$ cat src/rtl/parking_pkg.sv
// Shared types and sensor encoding for the parking lane monitor.
// Sensors are active-low; lane FSM states are one-hot.
package parking_pkg;

    typedef enum logic [6:0] {
        IDLE = 7'b000_0001,
        EN1  = 7'b000_0010,
        EN2  = 7'b000_0100,
        EN3  = 7'b000_1000,
        EX1  = 7'b001_0000,
        EX2  = 7'b010_0000,
        EX3  = 7'b100_0000
    } lane_state_t;

    localparam logic BLOCKED = 1'b0;
    localparam logic CLEAR   = 1'b1;

endpackage

$ cat src/rtl/lane_detector.sv
// One gate: sensor synchronisers, debounce, entry/exit sequence FSM and
// per-state timeout. Emits registered one-cycle event pulses.
module lane_detector
    import parking_pkg::*;
#(
    parameter int DEBOUNCE = 4,
    parameter int TIMEOUT  = 1024
) (
    input  logic clk,
    input  logic rst,
    input  logic sd1,
    input  logic sd2,
    output logic enter_pulse,
    output logic exit_pulse,
    output logic abort_pulse
);

    localparam int DBW = (DEBOUNCE > 1) ? $clog2(DEBOUNCE) : 1;
    localparam int TW  = $clog2(TIMEOUT);

    logic [1:0]     raw, sync_p0, sync_p1, acc;
    logic [DBW-1:0] db_cnt [2];

    assign raw = {sd2, sd1};

    // Stage p0/p1: two-flop synchroniser, then debounce into accepted level
    always_ff @(posedge clk) begin
        if (rst) begin
            sync_p0 <= {2{CLEAR}};
            sync_p1 <= {2{CLEAR}};
            acc     <= {2{CLEAR}};
            for (int i = 0; i < 2; i++) db_cnt[i] <= '0;
        end else begin
            sync_p0 <= raw;
            sync_p1 <= sync_p0;
            for (int i = 0; i < 2; i++) begin
                if (sync_p1[i] == acc[i]) begin
                    db_cnt[i] <= '0;
                end else if (db_cnt[i] == DBW'(DEBOUNCE - 1)) begin
                    acc[i]    <= sync_p1[i];
                    db_cnt[i] <= '0;
                end else begin
                    db_cnt[i] <= db_cnt[i] + 1'b1;
                end
            end
        end
    end

    lane_state_t   state, state_nx;
    logic [TW-1:0] timer, timer_nx;
    logic          enter_nx, exit_nx, abort_nx;
    logic          b1, b2;

    assign b1 = (acc[0] == BLOCKED);
    assign b2 = (acc[1] == BLOCKED);

    always_comb begin
        state_nx = state;
        timer_nx = timer;
        enter_nx = 1'b0;
        exit_nx  = 1'b0;
        abort_nx = 1'b0;
        case (state)
            IDLE: if (b1 && !b2) state_nx = EN1;
                  else if (!b1 && b2) state_nx = EX1;
            EN1:  if (b1 && b2) state_nx = EN2;
                  else if (!b1 && !b2) state_nx = IDLE;
            EN2:  if (!b1 && b2) state_nx = EN3;
                  else if (b1 && !b2) state_nx = EN1;
            EN3:  if (!b1 && !b2) begin
                      state_nx = IDLE;
                      enter_nx = 1'b1;
                  end else if (b1 && b2) state_nx = EN2;
            EX1:  if (b1 && b2) state_nx = EX2;
                  else if (!b1 && !b2) state_nx = IDLE;
            EX2:  if (b1 && !b2) state_nx = EX3;
                  else if (!b1 && b2) state_nx = EX1;
            EX3:  if (!b1 && !b2) begin
                      state_nx = IDLE;
                      exit_nx  = 1'b1;
                  end else if (b1 && b2) state_nx = EX2;
            default: state_nx = IDLE;
        endcase
        // A genuine transition wins over a timeout landing on the same cycle
        if (state_nx != state) begin
            timer_nx = '0;
        end else if (state != IDLE) begin
            if (timer == TW'(TIMEOUT - 1)) begin
                state_nx = IDLE;
                abort_nx = 1'b1;
                timer_nx = '0;
            end else begin
                timer_nx = timer + 1'b1;
            end
        end
    end

    // Stage p2: FSM state and registered event pulses
    always_ff @(posedge clk) begin
        if (rst) begin
            state       <= IDLE;
            timer       <= '0;
            enter_pulse <= 1'b0;
            exit_pulse  <= 1'b0;
            abort_pulse <= 1'b0;
        end else begin
            state       <= state_nx;
            timer       <= timer_nx;
            enter_pulse <= enter_nx;
            exit_pulse  <= exit_nx;
            abort_pulse <= abort_nx;
        end
    end

endmodule

$ cat src/rtl/parking_lane_monitor.sv
// Multi-lane car park monitor: LANES gate detectors feeding a shared
// saturating occupancy counter with full/empty and sticky error flags.
module parking_lane_monitor
    import parking_pkg::*;
#(
    parameter int LANES    = 2,
    parameter int CAPACITY = 64,
    parameter int DEBOUNCE = 4,
    parameter int TIMEOUT  = 1024
) (
    input  logic                          clk,
    input  logic                          rst,
    input  logic [LANES-1:0]              sd1,
    input  logic [LANES-1:0]              sd2,
    output logic [LANES-1:0]              enter_pulse,
    output logic [LANES-1:0]              exit_pulse,
    output logic [LANES-1:0]              abort_pulse,
    output logic [$clog2(CAPACITY+1)-1:0] count,
    output logic                          full,
    output logic                          empty,
    output logic                          overflow_err,
    output logic                          underflow_err
);

    localparam int CW = $clog2(CAPACITY + 1);
    // Headroom for count plus up to 8 simultaneous events of either sign
    localparam int SW = CW + 5;

    for (genvar g = 0; g < LANES; g++) begin : g_lane
        lane_detector #(
            .DEBOUNCE (DEBOUNCE),
            .TIMEOUT  (TIMEOUT)
        ) u_lane (
            .clk         (clk),
            .rst         (rst),
            .sd1         (sd1[g]),
            .sd2         (sd2[g]),
            .enter_pulse (enter_pulse[g]),
            .exit_pulse  (exit_pulse[g]),
            .abort_pulse (abort_pulse[g])
        );
    end

    function automatic logic signed [SW-1:0] popcount(input logic [LANES-1:0] v);
        logic signed [SW-1:0] n;
        n = '0;
        for (int i = 0; i < LANES; i++)
            if (v[i]) n = n + SW'(1);
        return n;
    endfunction

    function automatic logic [CW-1:0] sat_count(input logic signed [SW-1:0] v);
        if (v < 0)
            return '0;
        else if (v > SW'(CAPACITY))
            return CW'(CAPACITY);
        else
            return v[CW-1:0];
    endfunction

    logic signed [SW-1:0] cnt_ext, sum;

    assign cnt_ext = signed'(SW'(count));
    assign sum     = cnt_ext + popcount(enter_pulse) - popcount(exit_pulse);

    // Stage p3: occupancy counter and sticky errors from registered pulses
    always_ff @(posedge clk) begin
        if (rst) begin
            count         <= '0;
            overflow_err  <= 1'b0;
            underflow_err <= 1'b0;
        end else begin
            count <= sat_count(sum);
            if (sum > SW'(CAPACITY)) overflow_err  <= 1'b1;
            if (sum < 0)             underflow_err <= 1'b1;
        end
    end

    assign full  = (count == CW'(CAPACITY));
    assign empty = (count == '0);

endmodule

$ cat config.mk
export PLATFORM = sky130hd
export DESIGN_NAME = parking_lane_monitor
export DESIGN_NICKNAME = d
export VERILOG_FILES = /design/src/rtl/parking_pkg.sv /design/src/rtl/lane_detector.sv /design/src/rtl/parking_lane_monitor.sv
export SDC_FILE = /design/constraint.sdc
export NUM_CORES = 1
export LEC_CHECK = 0
export CAP_MARGIN = 40
export CORE_MARGIN = 4
export CORE_UTILIZATION = 50
export CTS_CLUSTER_DIAMETER = 80
export CTS_CLUSTER_SIZE = 16
export DETAILED_ROUTE_END_ITERATION = 6
export HOLD_SLACK_MARGIN = 0.02
export PLACE_DENSITY = 0.69
export SLEW_MARGIN = 15
export SYNTH_ARGS = -nofsm -noshare
export SYNTH_HDL_FRONTEND = slang
export SYNTH_SLANG_ARGS = --single-unit
$ cat constraint.sdc
create_clock -name clk -period 4 [get_ports clk]
set_clock_uncertainty 0.15 [all_clocks]
set_input_delay 0.8 -clock clk [delete_from_list [all_inputs] [get_ports clk]]
set_output_delay 0.8 -clock clk [all_outputs]
set_load 0.05 [all_outputs]
==> impl_results.md, run 1 <==
* Status: finished, final reports clean
* Most common flop cell mapped by yosys: dfxtp_1
* Fin Hold WS at 259 ps
* Seq cells post-synth at 69
* Core area at 0.00777 mm^2
* Synth Cell Area at 0.00402 mm^2
* Initial Util at 51.8%
* Die height at 97.7 um
* Slew headroom at a little under half
* Initial antenna violation count at 0
* RSZ-0062 raised after global routing: false
* Worst setup endpoint: count[5]
* Final min period at between 3000 and 4000 ps
* Layout net count at between 500 and 600
* Max-cap viol count at 0
* CTS Hold Bufs at 0
* Combinational share of power at 9.2%
* Final hold vios at 0
* DP Wirelength at roughly 5.9 mm
* Gr usage total at 17.9%
* Power per cell area at around 320 mW/mm^2
* Count of flip-flops with a built-in enable after synthesis at 8
* Period utilisation layout at approximately 78%
* Post-cts sizing count at 0
* R2R setup slack at 870 ps
* DR WL/cell at 13.6 um
* Register area at ~0.0015 mm^2
* Clock power share at a little under 40%
* CTS root buf: clkbuf_8
* RePlAce Congestion at 0.883
* Clk slew on worst S/H paths at 80 ps
* Switching pwr at 351 uW
* CTS sink cnt at 69
* Netlist cell types at 64
* Tot Pwr at 1.44 mW
* Iter 0 DRT Violations at 147
* Final setup violating endpoints at 0
* Top area cells in the synthesized netlist: dfxtp_1 (30%), edfxtp_1 (6.0%), ha_1 (5.9%)
* Row count at 32
* First-pass GRT wire length at 14.4 mm
* Sequential share of power at 51.0%
* Slew @ Worst Pin at approximately 800 ps
* Worst reg-to-reg path cell count at 12
* Cell Count Post-Placement at 585
* F_max at 0.319 GHz
* Cells after Synth at 484
* Layout Cells excl Fill at 601
* Top Ports at 23
* Die width at 97.7 um
* H-tree levels at 3
* Async S/R FF share, synth at 0%
* VDD IR max at between 0.1 and 0.15 mV
* Worst path required time at 4060 ps
* Total grt overflow at 0
* Die area at approximately 0.0095 mm^2
* Post-CTS setup buffer count at 0
* Setup CP Type: reg -> reg
* TritonCTS Buffers at 9
* Placement Setup Slack at 891 ps
* Filler cells at 710
* Final routed DRC violation total at 0
* Critical Path Start: g_lane[0].u_lane.exit_pulse
* P_leak at 1.70 nW
* # diodes at 0
* Via density at 5.62
* Final worst slack at between 800 and 900 ps
* R2r startpoint: g_lane[0].u_lane.exit_pulse
* Vias in the first global route at 3164
* Synth top area share at 30.4%
* Multi-input logic area at roughly 0.0023 mm^2
* Most numerous cell in the Yosys netlist: nor2_1
* CTS tree: yes
* Layout cells sized above 1 at 6.21%
* Dpl cell area at 0.00426 mm^2
* Critical Path End Type: flop
* Synthesized area per cell at roughly 8.3 um^2
* Worst EP arrival at 3190 ps
* Routed WL at 8.16 mm
* R2R Path End: count[5]
* Number of port buffers at 22
* Via count at 3377
* Area Growth Syn to Fin at 11.0%
* Worst min-delay path class: reg -> reg
* Pins over their slew limit at 0
* TNS Setup at 0 ps
* CTS max path bufs at 2
* Area leader, netlist: dfxtp_1
* CP max FO at 6
* Final Instance Area at 0.00446 mm^2
* Yosys warning count at 0
* Net Sw Frac at approximately 24%
* Clock Latency Late Sink at ~340 ps
* Seq/Total Area, Yosys at 36.3%
* Final Util at 57.4%
* Internal power at roughly 1.1 mW
* Largest net degree at the start of global routing at 22
* Antenna-violating nets left at 0
* Top post-synthesis cells by count: nor2_1 (62), dfxtp_1 (61), nand2_1 (33)
* Drt first pass iters at 4
* Critical Path Source Type: flop
metal layers:
metal  global-route usage, %  vias up  part of all wire (%)
li1                        -     1724                     -
met1                    24.3     1537                    48
met2                    27.5      103                    45
met3                    4.02       13                   5.7
met4                    7.35        0                   1.6
met5                       0        -                     0
kinds of logic after synthesis:
logic type | Yosys count | synth area share (%)
other | 1 | 0.0933
XOR/XNOR | 34 | 7.40
AO/OA/AOI/OAI | 74 | 12.9
multiplexers | 6 | 1.49
flip-flops | 69 | 36.3
buffers and inverters | 58 | 6.07
AND/OR/NAND/NOR | 220 | 28.5
adder cells (fa/ha/maj) | 22 | 7.16
power by group through the flow:
stage	Clock [mW]	Combinational (mW)	Sequential, mW
2_1_floorplan	0	0.0989	0.747
3_3_place_gp	0	0.130	0.747
3_5_place_dp	0	0.131	0.747
4_1_cts	0.588	0.132	0.731
5_1_grt	0.620	0.148	0.734
6_report	0.572	0.132	0.732
worst min-delay path by stage:
stage          cells past startpoint                           to                         from
2_1_floorplan                      1  g_lane[0].u_lane.sync_p1[0]  g_lane[0].u_lane.sync_p0[0]
3_3_place_gp                       1  g_lane[0].u_lane.sync_p1[0]  g_lane[0].u_lane.sync_p0[0]
3_5_place_dp                       1  g_lane[0].u_lane.sync_p1[0]  g_lane[0].u_lane.sync_p0[0]
4_1_cts                            1  g_lane[0].u_lane.sync_p1[0]  g_lane[0].u_lane.sync_p0[0]
5_1_grt                            1  g_lane[1].u_lane.sync_p1[1]  g_lane[1].u_lane.sync_p0[1]
6_report                           1  g_lane[0].u_lane.sync_p1[0]  g_lane[0].u_lane.sync_p0[0]
flip-flops by register name (all words and copies together) (netlist names), 2 cells and up:
signal                     count
count                          7
g_lane.u_lane.abort_pulse      2
g_lane.u_lane.acc              4
g_lane.u_lane.db_cnt           8
g_lane.u_lane.enter_pulse      2
g_lane.u_lane.exit_pulse       2
g_lane.u_lane.state           14
g_lane.u_lane.sync_p0          4
g_lane.u_lane.sync_p1          4
g_lane.u_lane.timer           20
worst max-delay path: stages (launching register included):
cell       delay [ps]
dfxtp_1           320
ha_1              290
ha_1              290
inv_1              60
ha_1              170
inv_1              60
fa_1              370
nor2b_1           250
o311ai_0          160
a21o_1            280
xnor2_1           160
o2bb2ai_1         360
nor3_1            100
layout make-up:
| type | count | area share [%] |
|---|---|---|
| timing repair buffer | 23 | 5.10 |
| multi-input combinational | 364 | 52.5 |
| clock buffer | 12 | 3.48 |
| sequential | 69 | 32.8 |
| clock inverter | 4 | 1.04 |
| inverter | 27 | 2.27 |
| tap | 102 | 2.86 |
placed cells by master (no fill, tap or decap), types with 11 or more instances in the layout:
cell and instances:
xnor2_1 11, inv_1 27, dfxtp_1 61, a21oi_1 24, or2_2 11, clkbuf_8 11, nor2_1 62, ha_1 19
xor2_1 23, nand2_1 33, clkdlybuf4s50_1 22, nor3_1 27, nand3_1 14
Power figures use the tool's default switching activity.
==> run 2, diff against run 1 <==
--- a/config.mk
+++ b/config.mk
@@ -12,7 +12,7 @@
 export CTS_CLUSTER_SIZE = 16
 export DETAILED_ROUTE_END_ITERATION = 6
 export HOLD_SLACK_MARGIN = 0.02
-export PLACE_DENSITY = 0.69
+export PLACE_DENSITY = 0.71
 export SLEW_MARGIN = 15
 export SYNTH_ARGS = -nofsm -noshare
 export SYNTH_HDL_FRONTEND = slang
==> constraint.sdc (replaced) <==
create_clock -name clk -period 2.5 [get_ports clk]
set_clock_uncertainty 0.15 [all_clocks]
set_input_delay 0.5 -clock clk [delete_from_list [all_inputs] [get_ports clk]]
set_output_delay 0.5 -clock clk [all_outputs]
set_load 0.05 [all_outputs]
==> impl_results.md, run 2 (synthesis gave the netlist of run 1 again) <==
* Status: finished, violations left (was finished, final reports clean)
* Failing checks: negative setup slack
* Max reg flops at 20 (unchanged)
* Critical Path Source Type: flop (unchanged)
* CTS root buf: clkbuf_8 (unchanged)
* Via count at 3818 (was 3377)
* Gr usage total at 21.8% (was 17.9%)
* CTS sink cnt at 69 (unchanged)
* Clock Latency Late Sink at 350 ps (was 340 ps)
* F_max at 0.347 GHz (was 0.319 GHz)
* Tot Pwr at 2.42 mW (was 1.44 mW)
* Initial antenna violation count at 0 (unchanged)
* TritonCTS Buffers at 9 (unchanged)
* Final routed DRC violation total at 0 (unchanged)
* Final hold vios at 0 (unchanged)
* Layout Cells excl Fill at 673 (was 601)
* VDD IR max at 0.321 mV (was 0.142 mV)
* CTS max path bufs at 2 (unchanged)
* CTS Hold Bufs at 0 (unchanged)
* CP max-delay cell: fa_1 (unchanged)
* DR WL/cell at 15.2 um (was 13.6 um)
* # diodes at 0 (unchanged)
* Cell Count Post-Placement at 643 (was 585)
* R2r startpoint: g_lane[1].u_lane.enter_pulse (was g_lane[0].u_lane.exit_pulse)
* R2R setup slack at -380 ps (was 870 ps)
* Worst path required time at 2610 ps (was 4060 ps)
* Top Ports at 23 (unchanged)
* RePlAce Congestion at 0.937 (was 0.883)
* Slew @ Worst Pin at 590 ps (was 807 ps)
* Total grt overflow at 0 (unchanged)
* Fin Hold WS at 270 ps (was 259 ps)
* Final min period at 2880 ps (was 3130 ps)
* Row count at 32 (unchanged)
* Initial Util at 51.8% (unchanged)
* Most frequent cells in the layout: buf_4 (68), dfxtp_1 (55), nor2_1 (53), nand2_1 (33) (was nor2_1 (62), dfxtp_1 (61), nand2_1 (33), inv_1 (27), nor3_1 (27))
* Die height at 97.7 um (unchanged)
* Pins over their slew limit at 0 (unchanged)
* H-tree levels at 3 (unchanged)
* Placement Setup Slack at -574 ps (was 891 ps)
* Vias in the first global route at 3679 (was 3164)
* Worst min-delay path class: reg -> reg (unchanged)
* Final worst slack at -384 ps (was 868 ps)
* Critical Path Start: g_lane[1].u_lane.enter_pulse (was g_lane[0].u_lane.exit_pulse)
* Drt first pass iters at 5 (was 4)
* Number of port buffers at 22 (unchanged)
* Setup CP Type: reg -> reg (unchanged)
* Iter 0 DRT Violations at 187 (was 147)
* TNS Setup at -6390 ps (was 0 ps)
* Regs by FF count: g_lane.u_lane.timer: 20 flops, g_lane.u_lane.state: 14 flops, g_lane.u_lane.db_cnt: 8 flops (unchanged)
* Antenna-violating nets left at 0 (unchanged)
* CP max FO at 6 (unchanged)
* CTS tree: yes (unchanged)
* Largest net degree at the start of global routing at 20 (was 22)
* Dpl cell area at 0.00477 mm^2 (was 0.00426 mm^2)
* Die width at 97.7 um (unchanged)
* Clk slew on worst S/H paths at 80 ps (about the same)
* Final Util at 69.0% (was 57.4%)
* RSZ-0062 raised after global routing: true (was false)
* Via density at 5.67 (was 5.62)
* Slew headroom at 60.5% (was 45.6%)
* Max-cap viol count at 0 (unchanged)
* Critical Path End Type: flop (unchanged)
* Largest reg by FF count: g_lane.u_lane.timer (unchanged)
* Critical-path cell list: ha_4 -> inv_2 -> fa_1 -> buf_4 -> fa_2 -> nor2b_4 -> buf_6 -> o31ai_4 -> xor2_1 -> and4_4 -> o2bb2ai_4 -> nor4_2 (was ha_1 -> ha_1 -> inv_1 -> ha_1 -> inv_1 -> fa_1 -> nor2b_1 -> o311ai_0 -> a21o_1 -> xnor2_1 -> o2bb2ai_1 -> nor3_1)
* Layout net count at 593 (was 521)
* Area Growth Syn to Fin at 33.2% (was 11.0%)
* Worst EP arrival at 2990 ps (was 3190 ps)
* First-pass GRT wire length at 17.3 mm (was 14.4 mm)
* Commonest non-fill, non-tap cell in the layout: buf_4 (was nor2_1)
* Power per cell area at 451 mW/mm^2 (was 322 mW/mm^2)
* P_leak at 2.12 nW (was 1.70 nW)
* Die area at 0.00954 mm^2 (unchanged)
* Final Instance Area at 0.00536 mm^2 (was 0.00446 mm^2)
* Core area at 0.00777 mm^2 (unchanged)
* Slowest Stage Delay on Critical Path at 460 ps (was 370 ps)
* Period utilisation layout at 115% (was 78.3%)
* DP Wirelength at 6.84 mm (was 5.90 mm)
* Layout cells sized above 1 at 28.7% (was 6.21%)
* Final setup violating endpoints at 26 (was 0)
* Routed WL at 10.2 mm (was 8.16 mm)
* Hold Crit Start: g_lane[0].u_lane.sync_p0[1] (was g_lane[0].u_lane.sync_p0[0])
run 2: metal layers:
| layer | vias to the layer above | share of wire, % | GRT usage (%) |
|---|---|---|---|
| met2 | 116 | 49 | 35.6 |
| met3 | 19 | 4.9 | 4.09 |
| met5 | - | 0 | 0 |
| li1 | 1859 | - | - |
| met4 | 0 | 1.8 | 8.31 |
| met1 | 1824 | 44 | 28.4 |
run 2: cell type report:
type,count,area (um^2)
clock inverters,6,70.1
well taps,102,128
multi-input cells,365,2680
flip-flops and latches,69,1470
fillers,589,2410
inverters,27,101
clock buffers,10,138
repair buffers,94,772
run 2: repair_timing:
item | CTS | global route
setup endpoints to repair | 31 | 45
resized for setup | 40 | 23
pin swaps | 27 | 9
setup buffers | 9 | 3
gates cloned | 1 | 1
run 2: final timing paths:
path / endpoint / cells after the start
worst min register to register: g_lane[0].u_lane.sync_p1[1] / 1
worst max register to register: count[2] / 12
worst min-delay path: g_lane[0].u_lane.sync_p1[1] / 1
worst max-delay path: count[2] / 12
run 2: report_power, final:
part	internal, mW	total, mW	switching, mW
Combinational	0.137	0.310	0.173
Sequential	1.14	1.16	0.0182
Clock	0.492	0.948	0.456
Total	1.77	2.42	0.646
run 2: critical path, delay by kind of cell (launching register included):
family,cells,cell delay [ps]
adders and majority gates,3,960
buffers and inverters,3,310
DFF,1,370
and+or+nand+nor,3,650
xor gates and xnor gates,1,210
AOI/OAI and AO/OA,2,160
==> run 3, diff against run 2 <==
--- a/config.mk
+++ b/config.mk
@@ -12,7 +12,8 @@
 export CTS_CLUSTER_SIZE = 16
 export DETAILED_ROUTE_END_ITERATION = 6
 export HOLD_SLACK_MARGIN = 0.02
-export PLACE_DENSITY = 0.71
+export PLACE_DENSITY = 0.69
+export SKIP_LAST_GASP = 1
 export SLEW_MARGIN = 15
 export SYNTH_ARGS = -nofsm -noshare
 export SYNTH_HDL_FRONTEND = slang
==> constraint.sdc (replaced) <==
create_clock -name clk -period 3.5 [get_ports clk]
set_clock_uncertainty 0.15 [all_clocks]
set_input_delay 0.7 -clock clk [delete_from_list [all_inputs] [get_ports clk]]
set_output_delay 0.7 -clock clk [all_outputs]
set_load 0.05 [all_outputs]
==> impl_results.md, run 3 (synthesis gave the netlist of run 1 again) <==
* Status: finished, final reports clean (was finished, violations left)
* Regs by FF count: g_lane.u_lane.timer: 20 flops, g_lane.u_lane.state: 14 flops, g_lane.u_lane.db_cnt: 8 flops (unchanged)
* Max reg flops at 20 (unchanged)
* CTS tree: yes (unchanged)
* First-pass GRT wire length at 14.8 mm (was 17.3 mm)
* Core area at 0.00777 mm^2 (unchanged)
* Critical Path Source Type: flop (unchanged)
* Routed WL at 8.52 mm (was 10.2 mm)
* Via count at 3459 (was 3818)
* Final routed DRC violation total at 0 (unchanged)
* Worst path required time at 3560 ps (was 2610 ps)
* Setup CP Type: reg -> reg (unchanged)
* Clock power share at 37.9% (was 39.2%)
* RSZ-0062 raised after global routing: false (was true)
* Gr usage total at 18.4% (was 21.8%)
* Layout cells sized above 1 at 7.89% (was 28.7%)
* Number of port buffers at 22 (unchanged)
* R2R setup slack at 330 ps (was -380 ps)
* Slew @ Worst Pin at 869 ps (was 590 ps)
* Internal power at 1.18 mW (was 1.77 mW)
* Power per cell area at 354 mW/mm^2 (was 451 mW/mm^2)
* Die area at 0.00954 mm^2 (unchanged)
* CTS root buf: clkbuf_8 (unchanged)
* H-tree levels at 3 (unchanged)
* F_max at 0.316 GHz (was 0.347 GHz)
* Slew headroom at 41.6% (was 60.5%)
* Cell Count Post-Placement at 593 (was 643)
* # diodes at 0 (unchanged)
* Die width at 97.7 um (unchanged)
* Combinational share of power at 9.9% (was 12.8%)
* CP max FO at 6 (unchanged)
* Row count at 32 (unchanged)
* Worst reg-to-reg path cell count at 12 (unchanged)
* Total grt overflow at 0 (unchanged)
* Sequential share of power at 52.1% (was 48.0%)
* Critical Path End Type: flop (unchanged)
* Most frequent cells in the layout: nor2_1 (62), dfxtp_1 (61), nand2_1 (33), inv_1 (27), nor3_1 (27) (was buf_4 (68), dfxtp_1 (55), nor2_1 (53), nand2_1 (33))
* Antenna-violating nets left at 0 (unchanged)
* CTS max path bufs at 2 (unchanged)
* Drt first pass iters at 5 (unchanged)
* RePlAce Congestion at 0.976 (was 0.937)
* Commonest non-fill, non-tap cell in the layout: nor2_1 (was buf_4)
* Initial Util at 51.8% (unchanged)
* Post-cts sizing count at 0 (was 40)
* TNS Setup at 0 ps (was -6390 ps)
* WHS Endpoint: g_lane[0].u_lane.sync_p1[1] (unchanged)
* Largest net degree at the start of global routing at 20 (unchanged)
* Final hold vios at 0 (unchanged)
* Worst EP arrival at 3220 ps (was 2990 ps)
* Net Sw Frac at 26.3% (was 26.7%)
* CTS sink cnt at 69 (unchanged)
* Vias in the first global route at 3239 (was 3679)
* Pins over their slew limit at 0 (unchanged)
* Period utilisation layout at 90.5% (was 115%)
* Final setup violating endpoints at 0 (was 26)
* TritonCTS Buffers at 9 (unchanged)
* R2R Path End: count[3] (was count[2])
* Post-CTS setup buffer count at 0 (was 9)
* Clock Latency Late Sink at 340 ps (was 350 ps)
* Hold Crit Start: g_lane[0].u_lane.sync_p0[1] (unchanged)
* Initial antenna violation count at 0 (unchanged)
* Final worst slack at 333 ps (was -384 ps)
* CTS Hold Bufs at 0 (unchanged)
* Crit path top cell by count: ha_1
* Top Ports at 23 (unchanged)
* Clk slew on worst S/H paths at 80 ps (about the same)
* VDD IR max at 0.189 mV (was 0.321 mV)
* R2r startpoint: g_lane[0].u_lane.exit_pulse (was g_lane[1].u_lane.enter_pulse)
* Hold Path Depth at 1 (unchanged)
* Final Instance Area at 0.00451 mm^2 (was 0.00536 mm^2)
* Layout Cells excl Fill at 609 (was 673)
* Largest reg by FF count: g_lane.u_lane.timer (unchanged)
* Final Util at 58.0% (was 69.0%)
* Via density at 5.68 (was 5.67)
* P_leak at 1.73 nW (was 2.12 nW)
* DP Wirelength at 6.14 mm (was 6.84 mm)
* Final min period at 3170 ps (was 2880 ps)
* Iter 0 DRT Violations at 149 (was 187)
* Critical-path cell list: ha_1 -> ha_1 -> inv_1 -> ha_1 -> inv_1 -> fa_1 -> nor2b_1 -> o311ai_0 -> a21o_1 -> xnor2_1 -> o2bb2ai_1 -> nor3_1 (was ha_4 -> inv_2 -> fa_1 -> buf_4 -> fa_2 -> nor2b_4 -> buf_6 -> o31ai_4 -> xor2_1 -> and4_4 -> o2bb2ai_4 -> nor4_2)
* Die height at 97.7 um (unchanged)
* Max-cap viol count at 0 (unchanged)
* Layout net count at 529 (was 593)
* Slowest Stage Delay on Critical Path at 380 ps (was 460 ps)
* Worst min-delay path class: reg -> reg (unchanged)
* Switching pwr at 420 uW (was 646 uW)
* DR WL/cell at 14.0 um (was 15.2 um)
* Area Growth Syn to Fin at 12.1% (was 33.2%)
* Placement Setup Slack at 354 ps (was -574 ps)
* Dpl cell area at 0.00432 mm^2 (was 0.00477 mm^2)
* CP max-delay cell: o2bb2ai_1 (was fa_1)
## run 3: changes by cell type in the layout (fill, tap and decap cells not counted), moves of 5 or more
cell	change
buf_4	-59
nor3_2	-9
buf_6	-5
nor3_1	+10
ha_1	+5
dfxtp_1	+6
nor2_2	-8
nor2_1	+9
ha_4	-5
dfxtp_2	-5
## run 3: how the worst max path moves through the flow
stage,start,end,slack [ps],cells past startpoint
3_5_place_dp,g_lane[0].u_lane.exit_pulse,count[5],350,12
6_report,g_lane[0].u_lane.exit_pulse,count[3],330,12
4_1_cts,g_lane[0].u_lane.exit_pulse,count[5],340,12
5_1_grt,g_lane[0].u_lane.exit_pulse,count[0],70,12
3_3_place_gp,g_lane[0].u_lane.exit_pulse,count[5],440,12
2_1_floorplan,count[1],count[0],370,9
## run 3: cell type report
type	instances	area, um^2
well taps	102	128
fillers	699	3260
repair buffers	31	288
clock inverters	4	32.5
multi-input cells	364	2340
flip-flops and latches	69	1460
inverters	27	101
clock buffers	12	155
## run 3: stage by stage
stage	hold WS (ps)	total power, mW
2_1_floorplan	239	0.967
3_3_place_gp	242	1.01
3_5_place_dp	246	1.01
4_1_cts	259	1.61
5_1_grt	277	1.67
6_report	254	1.60
## run 3: worst max-delay path: cells and delay by family, from the launching register on
kind            cells  cell delay (ps)
flops               1              320
fa+ha+maj           4             1140
xor+xnor            1              160
simple gates        2              330
compound gates      3              820
buf+inv             2              120
## run 3: power by group through the flow
| stage | registers [mW] | logic [mW] | clock network [mW] |
|---|---|---|---|
| 5_1_grt | 0.835 | 0.176 | 0.662 |
| 6_report | 0.833 | 0.159 | 0.606 |
| 3_3_place_gp | 0.850 | 0.155 | 0 |
| 3_5_place_dp | 0.851 | 0.157 | 0 |
| 4_1_cts | 0.833 | 0.159 | 0.619 |
| 2_1_floorplan | 0.854 | 0.113 | 0 |
## run 3: routing by layer
layer  up-vias  track usage (%)  part of all wire, %
li1       1734                -                    -
met1      1603             24.1                   47
met2       110             29.6                   46
met3        12             3.73                  5.9
met4         0             7.56                  1.7
met5         -                0                    0
